**src/rtl/uart_cmd_assembler_if.sv**
```systemverilog
// Byte-receiver handshake and command-consumer bus for uart_cmd_assembler.
// chk_err exists only when CMD_CHKSUM_EN is defined.
interface uart_cmd_assembler_if;
  logic        rx_rdy;
  logic [7:0]  rx_data;
  logic        rx_rdy_clr;
  logic        clr_cmd_rdy;
  logic [23:0] cmd;
  logic        cmd_rdy;
  logic        overrun;
  logic        frame_to;
`ifdef CMD_CHKSUM_EN
  logic        chk_err;
`endif

  modport slave (
    input  rx_rdy, rx_data, clr_cmd_rdy,
    output rx_rdy_clr, cmd, cmd_rdy, overrun, frame_to
`ifdef CMD_CHKSUM_EN
    , output chk_err
`endif
  );

  modport master (
    output rx_rdy, rx_data, clr_cmd_rdy,
    input  rx_rdy_clr, cmd, cmd_rdy, overrun, frame_to
`ifdef CMD_CHKSUM_EN
    , input chk_err
`endif
  );
endinterface

```
**src/rtl/uart_cmd_assembler.sv**
```systemverilog
// Assembles UART bytes into 24-bit {opcode, data_hi, data_lo} commands with gap timeout.
// Define CMD_CHKSUM_EN to add a trailing checksum byte and the chk_err pulse.
module uart_cmd_assembler #(
  parameter int TIMEOUT = 104160,
  parameter int TO_W    = 17
) (
  input logic                 clk,
  input logic                 rst_n,
  uart_cmd_assembler_if.slave io
);

`ifdef CMD_CHKSUM_EN
  typedef enum logic [1:0] {IDLE = 2'd0, GOT1 = 2'd1, GOT2 = 2'd2, CHK = 2'd3} state_e;
`else
  typedef enum logic [1:0] {IDLE = 2'd0, GOT1 = 2'd1, GOT2 = 2'd2} state_e;
`endif

  localparam logic [TO_W-1:0] GAP_MAX = TO_W'(TIMEOUT);

`ifdef CMD_CHKSUM_EN
  function automatic logic [7:0] chk_byte(input logic [7:0] a, input logic [7:0] b,
                                          input logic [7:0] c);
    logic [7:0] sum;
    sum = a + b + c;
    return ~sum;
  endfunction
`endif

  state_e            state_q, state_d;
  logic              rx_rdy_q;
  logic [TO_W-1:0]   gap_q, gap_d;
  logic [7:0]        op_q, op_d;
  logic [7:0]        hi_q, hi_d;
`ifdef CMD_CHKSUM_EN
  logic [7:0]        lo_q, lo_d;
  logic              chk_err_q, chk_err_d;
`endif
  logic [23:0]       cmd_q, cmd_d;
  logic              cmd_rdy_q, cmd_rdy_d;
  logic              overrun_q, overrun_d;
  logic              rx_rdy_clr_q;
  logic              frame_to_q, frame_to_d;
  logic              accept_s;
  logic              timeout_s;
  logic              complete_s;
  logic [23:0]       new_cmd_s;

  // Rising edge of rx_rdy: a level held high is taken once.
  assign accept_s  = io.rx_rdy & ~rx_rdy_q;
  assign timeout_s = (state_q != IDLE) && (gap_q == GAP_MAX) && !accept_s;

  // Frame FSM next state, gap counter and command/status next values.
  always_comb begin
    state_d    = state_q;
    op_d       = op_q;
    hi_d       = hi_q;
`ifdef CMD_CHKSUM_EN
    lo_d       = lo_q;
    chk_err_d  = 1'b0;
`endif
    frame_to_d = 1'b0;
    complete_s = 1'b0;
    new_cmd_s  = cmd_q;
    cmd_d      = cmd_q;
    cmd_rdy_d  = cmd_rdy_q;
    overrun_d  = overrun_q;
    gap_d      = gap_q;

    case (state_q)
      IDLE: begin
        if (accept_s) begin
          op_d    = io.rx_data;
          state_d = GOT1;
        end else begin
          state_d = IDLE;
        end
      end
      GOT1: begin
        if (accept_s) begin
          hi_d    = io.rx_data;
          state_d = GOT2;
        end else if (timeout_s) begin
          frame_to_d = 1'b1;
          state_d    = IDLE;
        end else begin
          state_d = GOT1;
        end
      end
      GOT2: begin
        if (accept_s) begin
`ifdef CMD_CHKSUM_EN
          lo_d    = io.rx_data;
          state_d = CHK;
`else
          complete_s = 1'b1;
          new_cmd_s  = {op_q, hi_q, io.rx_data};
          state_d    = IDLE;
`endif
        end else if (timeout_s) begin
          frame_to_d = 1'b1;
          state_d    = IDLE;
        end else begin
          state_d = GOT2;
        end
      end
`ifdef CMD_CHKSUM_EN
      CHK: begin
        if (accept_s) begin
          if (io.rx_data == chk_byte(op_q, hi_q, lo_q)) begin
            complete_s = 1'b1;
            new_cmd_s  = {op_q, hi_q, lo_q};
          end else begin
            chk_err_d = 1'b1;
          end
          state_d = IDLE;
        end else if (timeout_s) begin
          frame_to_d = 1'b1;
          state_d    = IDLE;
        end else begin
          state_d = CHK;
        end
      end
`endif
      default: begin
        state_d = IDLE;
      end
    endcase

    if (accept_s || (state_q == IDLE)) begin
      gap_d = {TO_W{1'b0}};
    end else if (gap_q == GAP_MAX) begin
      gap_d = gap_q;
    end else begin
      gap_d = gap_q + TO_W'(1);
    end

    // A coincident acknowledge consumes the old command, so no overrun.
    if (complete_s) begin
      cmd_d     = new_cmd_s;
      cmd_rdy_d = 1'b1;
      if (cmd_rdy_q && !io.clr_cmd_rdy) begin
        overrun_d = 1'b1;
      end else if (io.clr_cmd_rdy) begin
        overrun_d = 1'b0;
      end else begin
        overrun_d = overrun_q;
      end
    end else if (io.clr_cmd_rdy) begin
      cmd_rdy_d = 1'b0;
      overrun_d = 1'b0;
    end else begin
      cmd_rdy_d = cmd_rdy_q;
      overrun_d = overrun_q;
    end
  end

  // State, datapath and registered output flops.
  always_ff @(posedge clk or negedge rst_n) begin
    if (!rst_n) begin
      state_q      <= IDLE;
      rx_rdy_q     <= 1'b0;
      gap_q        <= {TO_W{1'b0}};
      op_q         <= 8'h00;
      hi_q         <= 8'h00;
`ifdef CMD_CHKSUM_EN
      lo_q         <= 8'h00;
      chk_err_q    <= 1'b0;
`endif
      cmd_q        <= 24'h000000;
      cmd_rdy_q    <= 1'b0;
      overrun_q    <= 1'b0;
      rx_rdy_clr_q <= 1'b0;
      frame_to_q   <= 1'b0;
    end else begin
      state_q      <= state_d;
      rx_rdy_q     <= io.rx_rdy;
      gap_q        <= gap_d;
      op_q         <= op_d;
      hi_q         <= hi_d;
`ifdef CMD_CHKSUM_EN
      lo_q         <= lo_d;
      chk_err_q    <= chk_err_d;
`endif
      cmd_q        <= cmd_d;
      cmd_rdy_q    <= cmd_rdy_d;
      overrun_q    <= overrun_d;
      rx_rdy_clr_q <= accept_s;
      frame_to_q   <= frame_to_d;
    end
  end

  assign io.rx_rdy_clr = rx_rdy_clr_q;
  assign io.cmd        = cmd_q;
  assign io.cmd_rdy    = cmd_rdy_q;
  assign io.overrun    = overrun_q;
  assign io.frame_to   = frame_to_q;
`ifdef CMD_CHKSUM_EN
  assign io.chk_err    = chk_err_q;
`endif

endmodule

```
**src/flat_wrapper.sv**
```systemverilog
// flat-port wrapper written by rule: the top's interface ports become plain ports
module uart_cmd_assembler_flat 
#(
  parameter int TIMEOUT = 104160,
  parameter int TO_W    = 17
)
  (clk, rst_n, io_rx_rdy, io_rx_data, io_clr_cmd_rdy, io_rx_rdy_clr, io_cmd, io_cmd_rdy, io_overrun, io_frame_to);
  uart_cmd_assembler_if io_i ();
  input logic clk;
  input logic rst_n;
  input wire logic [$bits(io_i.rx_rdy)-1:0] io_rx_rdy;
  input wire logic [$bits(io_i.rx_data)-1:0] io_rx_data;
  input wire logic [$bits(io_i.clr_cmd_rdy)-1:0] io_clr_cmd_rdy;
  output wire logic [$bits(io_i.rx_rdy_clr)-1:0] io_rx_rdy_clr;
  output wire logic [$bits(io_i.cmd)-1:0] io_cmd;
  output wire logic [$bits(io_i.cmd_rdy)-1:0] io_cmd_rdy;
  output wire logic [$bits(io_i.overrun)-1:0] io_overrun;
  output wire logic [$bits(io_i.frame_to)-1:0] io_frame_to;
  assign io_i.rx_rdy = io_rx_rdy;
  assign io_i.rx_data = io_rx_data;
  assign io_i.clr_cmd_rdy = io_clr_cmd_rdy;
  assign io_rx_rdy_clr = io_i.rx_rdy_clr;
  assign io_cmd = io_i.cmd;
  assign io_cmd_rdy = io_i.cmd_rdy;
  assign io_overrun = io_i.overrun;
  assign io_frame_to = io_i.frame_to;
  uart_cmd_assembler #(.TIMEOUT(TIMEOUT), .TO_W(TO_W)) u_core (.clk(clk), .rst_n(rst_n), .io(io_i));
endmodule
```
**config.mk**
```make
export PLATFORM = sky130hd
export DESIGN_NAME = uart_cmd_assembler_flat
export DESIGN_NICKNAME = d
export VERILOG_FILES = /design/src/rtl/uart_cmd_assembler_if.sv /design/src/rtl/uart_cmd_assembler.sv /design/src/flat_wrapper.sv
export SDC_FILE = /design/constraint.sdc
export NUM_CORES = 1
export LEC_CHECK = 0
export ABC_CLOCK_PERIOD_IN_PS = 2350
export CORE_MARGIN = 2
export CORE_UTILIZATION = 25
export CTS_CLUSTER_SIZE = 16
export DETAILED_ROUTE_END_ITERATION = 10
export SLEW_MARGIN = 20
export SYNTH_ARGS = -nofsm -noshare
export SYNTH_HDL_FRONTEND = slang
export SYNTH_SLANG_ARGS = --single-unit
```
**constraint.sdc**
```tcl
create_clock -name clk -period 2.35 [get_ports clk]
set_clock_uncertainty 0.15 [all_clocks]
set_input_delay 0.235 -clock clk [delete_from_list [all_inputs] [get_ports clk]]
set_output_delay 0.235 -clock clk [all_outputs]
set_load 0.01 [all_outputs]
```
==> impl_metrics.env <==
export IMPL_synth_edf_count=0
export IMPL_start_util_pct=25.7
export IMPL_die_area_sq_um=12000
export IMPL_gr_total_overflow=0
export IMPL_fin_util_pct=33.4
export IMPL_setup_viol=0
export IMPL_wire_per_inst_um=14.9
export IMPL_pre_cts_ws_ps=191
export IMPL_min_period_ps=2020
export IMPL_power_density_nw_per_um2=1100
export IMPL_synth_cells=217
export IMPL_finalHoldViolCount=0
export IMPL_clk_pin_slew_ps=70
export IMPL_ys_types=34
export IMPL_cts_repair_resized=0
export IMPL_cts_htree_levels=3
export IMPL_stdcell_count=414
export IMPL_clkLatencyLatePin_ps=340
export IMPL_regArea_sq_um=1600
export IMPL_place_congestion=0.789
export IMPL_slowest_delay_ps=570
export IMPL_critical_path_class="reg2reg"
export IMPL_cp_required_ps=2480
export IMPL_layout_drive_gt1_share_pct=25.5
export IMPL_slew_violations=0
export IMPL_maxSlewHeadroom_pct=68.4
export IMPL_avgSynthCellArea_sq_um=12.8
export IMPL_drc=0
export IMPL_routed_wl_mm=6.16
export IMPL_numCtsBuffers=9
export IMPL_num_antenna_cells=0
export IMPL_syn_to_final_growth_pct=29.9
export IMPL_dp_hpwl_mm=4.16
export IMPL_layout_setup_ws_ps=333
export IMPL_synthFlopType="dfrtp_1"
export IMPL_setup_tns_ps=0
export IMPL_grt_pass1_wl_mm=10.2
export IMPL_fp_row_count=38
export IMPL_critPathMaxFanout=7
export IMPL_clockRootBuffer="clkbuf_8"
export IMPL_startpoint_type="flop"
export IMPL_crit_family="simple AND/OR/NAND/NOR gates"
export IMPL_synth_area_sq_um=2790
export IMPL_die_width_um=110
export IMPL_core_area_sq_um=10800
export IMPL_grtUsageTotal_pct=11.4
export IMPL_async_reset_ff_share_pct=100
export IMPL_grt_pass1_vias=2013
export IMPL_cts_buffer_depth=2
export IMPL_peakVddDrop_uv=483
export IMPL_antenna_found_initial=0
export IMPL_synth_seq_cells=64
export IMPL_post_route_period_util_pct=85.8
export IMPL_die_h_um=110
export IMPL_cp_buffers_inverters=1
export IMPL_crit_path_end_kind="flop"
export IMPL_maxCapViolations=0
export IMPL_clock_fmax_ghz=0.496
export IMPL_path_cells="or4_4 -> nor4_4 -> buf_4 -> and4_2"
export IMPL_io_pins=40
export IMPL_antenna_left=0
export IMPL_rsz0062_at_grt="false"
export IMPL_placed_cells_incl_taps=398
export IMPL_drt_pass1_iterations=4
export IMPL_status="finished clean"
export IMPL_cpMaxStageDelayCell="or4_4"
export IMPL_finish_net_count=288
export IMPL_fillerInstances=1096
export IMPL_synth_seq_area_share_pct=57.5
export IMPL_yosysWarnings=0
export IMPL_power_leakage_nw=1.50
export IMPL_synth_nets=235
export IMPL_vias=1928
export IMPL_min_path_type="in2reg"
export IMPL_cts_hold_buffers=1
export IMPL_viasPerCell=4.66
export IMPL_drt_iter0_drc=104
export IMPL_io_buffers=39
export IMPL_grt_max_degree=48
export IMPL_cts_sinks=64
export IMPL_tightest_slew_ps=474
export IMPL_cp_arrival_ps=2140
export IMPL_cts_tree="done"
export IMPL_multi_input_area_sq_um=1110
export IMPL_post_cts_buffers=0
## where the power goes
part	internal (W)	leakage (nW)	switching (W)	total, W
sequential	0.00146	0.824	0.000216	0.00168
combinational	0.000736	0.575	0.000536	0.00127
clock	0.000587	0.101	0.000432	0.00102
total	0.00278	1.50	0.00118	0.00397
## cell type report
type | instances | share of cell area [%]
clock buffers | 9 | 3.42
well taps | 140 | 4.84
multi-input cells | 136 | 30.7
flip-flops and latches | 64 | 44.2
inverters | 10 | 1.04
clock inverters | 6 | 2.35
repair buffers | 49 | 13.5
## worst reg2reg max path, stage by stage, from the launching register on
cell and delay [ps]:
dfrtp_1 450, or4_4 570, nor4_4 330, buf_4 210, and4_2 240
## synth_stat cells, drive strengths merged (2+ instances only)
library cell | instances | area [sq um]
dfrtp | 64 | 1600
mux2 | 41 | 465
nand3 | 14 | 70.1
nand2 | 11 | 41.3
inv | 9 | 33.8
or3 | 9 | 56.3
mux2i | 8 | 80.1
nor4 | 8 | 65.1
a21oi | 6 | 30.0
ha | 6 | 75.1
nand4 | 5 | 31.3
or4 | 5 | 42.5
buf | 4 | 26.3
nor2 | 4 | 15.0
clkbuf | 3 | 11.3
o21ai | 3 | 15.0
o31ai | 3 | 22.5
nor3 | 2 | 10.0
xor2 | 2 | 17.5
## sequential cells by signal, indices dropped and copies added, names as in the netlist
| register | cells |
|---|---|
| u_core.io.overrun | 1 |
| u_core.io.rx_rdy_clr | 1 |
| u_core.state_q | 2 |
| u_core.hi_q | 8 |
| u_core.rx_rdy_q | 1 |
| u_core.io.cmd_rdy | 1 |
| u_core.io.cmd | 24 |
| u_core.gap_q | 17 |
| u_core.op_q | 8 |
| u_core.io.frame_to | 1 |
## metal layers
layer,routed length [um],up-vias,global-route usage [%]
li1,-,901,-
met1,2980,985,15.6
met2,2820,32,16.4
met3,286,10,3.91
met4,80,0,4.61
met5,0,-,0
## cell usage in the layout (no fill, tap or decap), drive strengths merged, types with 6 or more instances in the layout
master / Yosys / routed
mux2i: 8 / 8
clkbuf: 3 / 9
clkdlybuf4s50: 0 / 38
nor4: 8 / 8
or3: 9 / 9
nand2: 11 / 11
buf: 4 / 10
a21oi: 6 / 6
inv: 9 / 9
mux2: 41 / 41
nand3: 14 / 14
ha: 6 / 6
dfrtp: 64 / 64
## metrics by stage
| stage | hold WS (ps) | total power [W] | cell area, sq um |
|---|---|---|---|
| 4_1_cts | 189 | 0.00402 | 3620 |
| 6_report | 202 | 0.00397 | 3620 |
| 3_3_place_gp | 40.2 | 0.00295 | 3400 |
| 2_1_floorplan | -211 | 0.00234 | 2790 |
| 3_5_place_dp | 46.5 | 0.00298 | 3400 |
| 5_1_grt | 218 | 0.00422 | 3620 |
## kinds of logic after synthesis
group / count (synthesis) / synth area share, %
flops: 64 / 57.5
simple gates: 63 / 13.5
mux: 49 / 19.6
buf+inv: 17 / 2.69
compound gates: 16 / 3.50
fa+ha+maj: 6 / 2.69
xor+xnor: 2 / 0.628
## final timing paths
path,startpoint,endpoint,slack [ps],cells past startpoint
setup / recovery,u_core.gap_q[2]$_DFFE_PN0P_,u_core.io.frame_to$_DFF_PN0_,330,4
hold / removal,io_rx_rdy,u_core.rx_rdy_q$_DFF_PN0_,200,1
setup reg to reg,u_core.gap_q[2]$_DFFE_PN0P_,u_core.io.frame_to$_DFF_PN0_,330,4
hold reg to reg,u_core.op_q[1]$_DFFE_PN0P_,u_core.io.cmd[17]$_DFFE_PN0P_,350,1
max in group asynchronous,rst_n,u_core.gap_q[10]$_DFFE_PN0P_,1210,3
min in group asynchronous,rst_n,u_core.op_q[6]$_DFFE_PN0P_,250,2
Power figures use the tool's default switching activity.
